==> src/rtl/clk_div_gen.sv <==
// Multi-channel programmable clock generator with glitch-free start/stop.
// Optional realignment input is enabled by defining CLK_DIV_SYNC_EN.
module clk_div_gen #(
    parameter int NUM_CH       = 4,
    parameter int DIV_W        = 8,
    parameter int DEFAULT_HALF = 1,
    localparam int CH_W        = (NUM_CH > 1) ? $clog2(NUM_CH) : 1
) (
    input  logic              clk,
    input  logic              rst,
    input  logic              cfg_wr,
    input  logic [CH_W-1:0]   cfg_ch,
    input  logic [DIV_W-1:0]  cfg_half,
    input  logic              cfg_en,
    output logic              cfg_ack,
    output logic [NUM_CH-1:0] ch_run,
    output logic [NUM_CH-1:0] clk_p,
    output logic [NUM_CH-1:0] clk_n
`ifdef CLK_DIV_SYNC_EN
    ,
    input  logic              sync_req
`endif
);

    typedef enum logic [1:0] {
        PARKED   = 2'd0,
        RUNNING  = 2'd1,
        STOPPING = 2'd2
    } state_e;

    localparam logic [DIV_W-1:0] ONE      = DIV_W'(1);
    localparam logic [DIV_W-1:0] RST_HALF = DIV_W'(DEFAULT_HALF);

    logic [31:0]      ch_idx;
    logic             wr_ok;
    logic [DIV_W-1:0] wr_half;
    logic             ack_q;
    logic             ack_d;

    assign ch_idx  = 32'(cfg_ch);
    assign wr_ok   = cfg_wr && (ch_idx < 32'(NUM_CH));
    assign wr_half = (cfg_half == '0) ? ONE : cfg_half;
    assign ack_d   = wr_ok;
    assign cfg_ack = ack_q;

    always_ff @(posedge clk) begin
        if (rst) begin
            ack_q <= 1'b0;
        end else begin
            ack_q <= ack_d;
        end
    end

    logic sync_act;
`ifdef CLK_DIV_SYNC_EN
    assign sync_act = sync_req;
`else
    assign sync_act = 1'b0;
`endif

    for (genvar g = 0; g < NUM_CH; g++) begin : g_ch
        logic [DIV_W-1:0] sh_q;
        logic [DIV_W-1:0] sh_d;
        logic [DIV_W-1:0] ah_q;
        logic [DIV_W-1:0] ah_d;
        logic [DIV_W-1:0] cnt_q;
        logic [DIV_W-1:0] cnt_d;
        logic             en_q;
        logic             en_d;
        logic             clkp_q;
        logic             clkp_d;
        state_e           st_q;
        state_e           st_d;
        logic             sel;
        logic             wrap;

        assign sel  = wr_ok && (ch_idx == 32'(g));
        assign wrap = (cnt_q == (ah_q - ONE));

        always_comb begin
            sh_d   = sel ? wr_half : sh_q;
            en_d   = sel ? cfg_en : en_q;
            ah_d   = ah_q;
            cnt_d  = cnt_q;
            clkp_d = clkp_q;
            st_d   = st_q;
            unique case (st_q)
                PARKED: begin
                    cnt_d  = '0;
                    clkp_d = 1'b0;
                    if (en_d) begin
                        ah_d = sh_d;
                        st_d = RUNNING;
                    end
                end
                RUNNING, STOPPING: begin
                    // boundaries load the pre-write shadow value
                    if (wrap) begin
                        cnt_d  = '0;
                        clkp_d = ~clkp_q;
                        ah_d   = sh_q;
                    end else begin
                        cnt_d = cnt_q + ONE;
                    end
                    if (!en_q) begin
                        if (!clkp_q || wrap) begin
                            st_d   = PARKED;
                            cnt_d  = '0;
                            clkp_d = 1'b0;
                        end else begin
                            st_d = STOPPING;
                        end
                    end else begin
                        st_d = RUNNING;
                    end
                end
                default: begin
                    st_d   = PARKED;
                    cnt_d  = '0;
                    clkp_d = 1'b0;
                end
            endcase
            if (sync_act && (st_q != PARKED)) begin
                cnt_d  = '0;
                clkp_d = 1'b0;
                ah_d   = sh_q;
                st_d   = en_q ? RUNNING : PARKED;
            end
        end

        always_ff @(posedge clk) begin
            if (rst) begin
                sh_q   <= RST_HALF;
                ah_q   <= RST_HALF;
                cnt_q  <= '0;
                en_q   <= 1'b0;
                clkp_q <= 1'b0;
                st_q   <= PARKED;
            end else begin
                sh_q   <= sh_d;
                ah_q   <= ah_d;
                cnt_q  <= cnt_d;
                en_q   <= en_d;
                clkp_q <= clkp_d;
                st_q   <= st_d;
            end
        end

        assign clk_p[g]  = clkp_q;
        assign clk_n[g]  = ~clkp_q;
        assign ch_run[g] = (st_q != PARKED);
    end

endmodule

==> config.mk <==
export PLATFORM = sky130hd
export DESIGN_NAME = clk_div_gen
export DESIGN_NICKNAME = d
export VERILOG_FILES = /design/src/rtl/clk_div_gen.sv
export SDC_FILE = /design/constraint.sdc
export NUM_CORES = 1
export LEC_CHECK = 0
export CORE_ASPECT_RATIO = 0.75
export CORE_UTILIZATION = 65
export CTS_BUF_LIST = sky130_fd_sc_hd__clkbuf_4
export DETAILED_ROUTE_END_ITERATION = 8
export PLACE_DENSITY = 0.85
export SLEW_MARGIN = 10
export SYNTH_ARGS = -nofsm -noshare
export SYNTH_HDL_FRONTEND = slang
export SYNTH_SLANG_ARGS = --single-unit
==> constraint.sdc <==
create_clock -name clk -period 6.1 [get_ports clk]
set_input_delay 1.22 -clock clk [delete_from_list [all_inputs] [get_ports clk]]
set_output_delay 1.22 -clock clk [all_outputs]
set_load 0.01 [all_outputs]
# Word-level counts from Yosys, hierarchy flattened
# Cells that the tools add are included.
# Widths: inputs -> output; s select.
word_totals:
  register_bits: 113
  inputBits: 14
  out_inout_bits: 13
  wordCells: 165
classes:
  addsub: 8
  n_lt_le_gt_ge: 1
  n_eq_ne: 23
  muxes: 61
  bitwise: 8
  n_reduce_logical: 39
ops:
  columns: ["operator", "n"]
  rows:
  - ["$mux 8", 25]
  - ["$pmux 8 s2", 4]
  - ["$add 8x1->8 const B", 4]
  - ["$eq 8x8->1", 4]
  - ["$logic_not 32->1", 1]
  - ["$sub 8x1->8 const B", 4]
  - ["$mux 2", 12]
  - ["$mux 1", 16]
  - ["$ne 2x2->1 const B", 8]
  - ["$pmux 2 s2", 4]
  - ["$reduce_bool 2->1", 8]
  - ["$reduce_or 2->1", 8]
  - ["$eq 2x2->1 const B", 6]
  - ["$reduce_and 3->1", 4]
  - ["$eq 2x1->1 const B", 5]
  - ["$logic_not 2->1", 4]
  - ["$logic_not 8->1", 1]
  - ["$not 1->1", 8]
  - ["$logic_and 1x1->1", 5]
  - ["$logic_not 1->1", 4]
  - ["$logic_or 1x1->1", 4]
  - ["$lt 2x3->1 const B", 1]

# Depth between registers and ports, before layout
logic_depth:
  word_depth: 6
  depth_mapped: 12
  depth_no_buf: 10

# Worst setup path after synthesis
# No wires, ideal clock.
synth_path:
  path_type: "input to register"
  start: "input port cfg_ch[1]"
  end: "register g_ch[0].ah_q[0]"
  setup_ns: 0.120
  arrival_time_ns: 2.940
  t_required_ns: 5.980
  slack_ns: 3.040
  stages: 9
  n_path_buf: 3
  path_cell_list: "nor3b_1 > buf_2 > mux2i_1 > nand2_1 > o21a_1 > buf_1 > and3_1 > clkbuf_1 > a211o_1"
synth_between:
  elab_chain_cells: 6
  elab_cells_between_ends: 10
  classes_between: "1 x order compare; 1 x eq/ne; 4 x mux; 4 x reduce/logical"
synth_rtl:
  columns: ["element", "line", "source"]
  rows:
  - ["start, declared", "12", "input logic [CH_W-1:0] cfg_ch,"]
  - ["$lt 2x3->1", "41", "assign wr_ok = cfg_wr && (ch_idx < 32'(NUM_CH));"]
  - ["$logic_and 1x1->1", "41", null]
  - ["$logic_and 1x1->1 *", "77", "assign sel = wr_ok && (ch_idx == 32'(g));"]
  - ["$mux 8 or $mux 1 (tied branches)", "81, 82", null]
  - ["$mux 8 or $ne 2x2->1 (tied branches)", null, null]
  - ["$pmux 8 s2 or $reduce_and 3->1 (tied branches)", null, null]
  - ["end signal, assigned", "141", "ah_q <= ah_d;"]
  - ["end, declared", "64", "logic [DIV_W-1:0] ah_q;"]
# Mark *: on every way between the ends. The rest lies on a longest branch, timed or not. The select of a mux whose other input is x is not followed.
# A chain may end at the register's enable or synchronous reset.

# Worst setup path in the final report
layout_path:
  start: "input port cfg_ch[1]"
  end: "register g_ch[1].ah_q[7]"
layout_between:
  elab_chain_cells: 6
  elab_cells_between_ends: 10
  classes_between: "1 x order compare; 2 x eq/ne; 4 x mux; 3 x reduce/logical"
layout_rtl:
  columns: ["element", "line"]
  rows:
  - ["$lt 2x3->1", "41"]
  - ["$logic_and 1x1->1", "41"]
  - ["$logic_and 1x1->1 *", "77"]
  - ["$mux 8 or $mux 1 (tied branches)", "81, 82"]
  - ["$mux 8 or $ne 2x2->1 (tied branches)", null]
  - ["$pmux 8 s2 or $reduce_and 3->1 (tied branches)", null]
  - ["end signal, assigned", "141"]
  - ["end, declared", "64"]
# Marked as above.

==> flow_metrics.py <==
metrics = {
    "drt": {
        "ant_nets": 0,
        "wirelength_microns": 13100,
        "firstDrtPassIters": 5,
        "drcViolationCount": 0,
        "routedWlPerCell_microns": 16.1,
        "route.vias.total": 4932,
        "drt-initial-drc-count": 363,
        "viasPerCell": 6.07,
    },
    "synth": {
        "syn_inst": 690,
        "syn_area_per_cell_sq_um": 8.67,
        "synth-seq-area-share_pct": 37.8,
        "ys.flop_type": "dfxtp_1",
        "syn-num-nets": 724,
        "synth_cell_type_count": 62,
        "synth_warnings": 0,
        "async_reset_ff_share_pct": 0,
        "syn_area_sq_um": 5980,
        "synth_edf_count": 0,
        "ys_seq_elements": 113,
    },
    "global_routing": {
        "use_met2_pct": 47.0,
        "grt_max_degree": 90,
        "use_met3_pct": 6.71,
        "grt_pass1_vias": 4718,
        "track_usage_pct": 28.6,
        "antenna_found_initial": 0,
        "globalRouteOverflowTotal": 0,
        "busiest_layer": "met2",
        "grt_pass1_wl_microns": 21700,
        "grt_use_met1_pct": 36.6,
    },
    "placement": {
        "portBuffers": 26,
        "hpwl_microns": 9000,
        "gp_congestion": 0.863,
        "pre_cts_ws_ps": 2100,
        "dp.cells": 781,
    },
    "floorplan": {
        "start_util_pct": 69.0,
        "die_h_microns": 85.1,
        "coreArea_sq_um": 8670,
        "num_io_pins": 27,
        "design.die.area_sq_um": 9590,
        "std_cell_rows": 29,
        "die_w_microns": 113,
    },
    "status": {
        "outcome": "complete, no violations",
    },
    "final_layout": {
        "fin_cells": 812,
        "multi_input_area_sq_um": 3410,
        "fill_cells": 582,
        "diodes": 0,
        "drive_gt1_share_pct": 8.24,
        "nNetsFinal": 726,
        "ff_latch_area_sq_um": 2260,
        "area_delta_synth_final_pct": 10.3,
    },
    "clock_tree": {
        "cts_hold_buffers": 0,
        "cts_root_buf": "clkbuf_4",
        "post_cts_resized": 0,
        "clkLatencyLatePin_ps": 530,
        "tritoncts.num_buffers": 17,
        "postCtsSetupRepairBufs": 0,
        "clk_path_buf_depth": 2,
        "htree_num_levels": 4,
        "cts_tree": "done",
        "clk_transition_reported_paths_ps": 90,
        "cts_num_sinks": 113,
    },
    "worst_setup_path": {
        "critical_path_class": "input port to register",
        "crit_buf_inv": 1,
        "worstPathArrival_ps": 3950,
        "cp-end-kind": "register",
        "critPathMaxStageDelay_ps": 620,
        "slowest_stage": "nand3b_1",
        "cpLargestDelayFamily": "simple AND/OR/NAND/NOR gates",
        "crit_required_ps": 6520,
        "crit_chain": "clkdlybuf4s50_1 > nand3b_1 > mux2i_1 > nand2_1 > o221ai_1 > or2_1 > o31ai_1",
        "worst-path-max-fanout": 11,
        "cp-start-kind": "input port",
    },
    "sta": {
        "min_period_ps": 3530,
        "finalWorstSetupSlack_ps": 2570,
        "final-hold-violation-count": 0,
        "worst_pin_slew_ps": 1160,
        "setup_viol": 0,
        "finalSetupTns_ps": 0,
        "period_share_pct": 57.8,
        "slew_headroom_pct": 22.4,
        "timing.fmax_ghz": 0.284,
        "rsz0062_at_grt": "false",
        "clock_skew_ps": 10.8,
        "slew_viol_final": 0,
    },
    "power_and_ir_drop": {
        "design_power_total_w": 0.00195,
        "p_leak_nw": 2.60,
        "worst_ir_drop_vdd_uv": 286,
        "power.density_nw_per_um2": 296,
    },
    "min_path": {
        "hold_class": "register to register",
    },
    "run": {
        "cap_violations": 0,
    },
}
## cell type report
cell class / instances / area share (%)
multi-input combinational: 500 / 51.7
sequential: 113 / 34.3
timing repair buffer: 28 / 4.10
clock inverter: 13 / 4.00
clock buffer: 18 / 2.05
tap: 108 / 2.05
inverter: 32 / 1.82
## layout by cell type (no fill, tap or decap), types with 4 or more instances in the layout
cell and n:
a211oi_1 10, a21oi_1 31, a31oi_1 10, and3_1 10, bufinv_16 8, clkbuf_4 18, clkdlybuf4s50_1 25, clkinv_2 4
dfxtp_1 113, ha_1 20, inv_1 32, mux2_2 14, mux2i_1 50, nand2_1 55, nand2b_1 4, nand3_1 24
nand4_1 4, nor2_1 89, nor2b_1 15, nor3_1 8, nor4_1 6, nor4bb_1 4, o2111ai_1 6, o211ai_1 12
o21ai_0 7, o31ai_1 8, or4_1 5, xnor2_1 35, xor2_1 25
## metrics by stage
stage | hold slack (ps) | instance area, sq um | util (%)
after floorplan | 436 | 5980 | -
after global placement | 444 | 6200 | 71.5
after detailed placement | 450 | 6200 | 71.5
after CTS | 464 | 6600 | 76.1
after global routing | 478 | 6600 | 76.1
final | 463 | 6600 | 76.1
## worst min-delay path, cell delays in order (launching register included)
cell     delay, ps
dfxtp_1        320
nand2_1         50
a21oi_1         50
## synth_stat cells (4+ instances only)
cell | count | share of area (%)
o31ai_1 | 8 | 1.0
a211oi_1 | 10 | 1.3
ha_1 | 20 | 4.2
and3_1 | 10 | 1.0
clkbuf_1 | 32 | 2.0
or4_1 | 5 | 0.63
a31oi_1 | 10 | 1.0
o211ai_1 | 12 | 1.5
nor4bb_1 | 4 | 0.67
nor3_1 | 8 | 0.67
buf_4 | 4 | 0.50
nor4_1 | 6 | 0.63
mux2i_1 | 50 | 8.4
buf_1 | 7 | 0.44
nand4_1 | 4 | 0.42
dfxtp_1 | 113 | 38
nor2_1 | 89 | 5.6
nand2b_1 | 4 | 0.42
inv_1 | 32 | 2.0
o2111ai_1 | 6 | 0.88
xor2_1 | 25 | 3.7
xnor2_1 | 35 | 5.1
nand2_1 | 55 | 3.5
o21ai_0 | 7 | 0.59
a21oi_1 | 31 | 2.6
mux2_2 | 14 | 2.6
nor2b_1 | 15 | 1.6
nand3_1 | 24 | 2.0
## path summary, 6_finish.rpt
kind	from	end	slack, ps	cells after the start
worst min-delay path	g_ch[3].sh_q[3]	g_ch[3].sh_q[3]	460	2
worst max-delay path	cfg_ch[1]	g_ch[1].ah_q[7]	2570	7
worst min register to register	g_ch[3].sh_q[3]	g_ch[3].sh_q[3]	460	2
worst max register to register	g_ch[1].ah_q[0]	g_ch[1].cnt_q[2]	2950	9
## cells by family after synthesis
group	share of synthesized area, %
xor+xnor	8.79
compound gates	13.1
buf+inv	5.23
flops	37.8
mux	11.0
simple gates	19.8
fa+ha+maj	4.18
## report_power, final
part           internal (W)  switching (W)
Combinational      0.000160       0.000207
Clock              0.000488       0.000286
Sequential         0.000771      0.0000397
## layer usage
| metal | routed length (microns) | part of all wire, % |
|---|---|---|
| met1 | 6000 | 46 |
| met2 | 5960 | 46 |
| met3 | 870 | 6.7 |
| met4 | 222 | 1.7 |
| met5 | 0 | 0 |
## sequential cells by signal, summed over array words and instances (netlist names)
signal,cells
cfg_ack,1
g_ch.ah_q,32
g_ch.clkp_q,4
g_ch.cnt_q,32
g_ch.en_q,4
g_ch.sh_q,32
g_ch.st_q,8
Power figures use the tool's default switching activity.
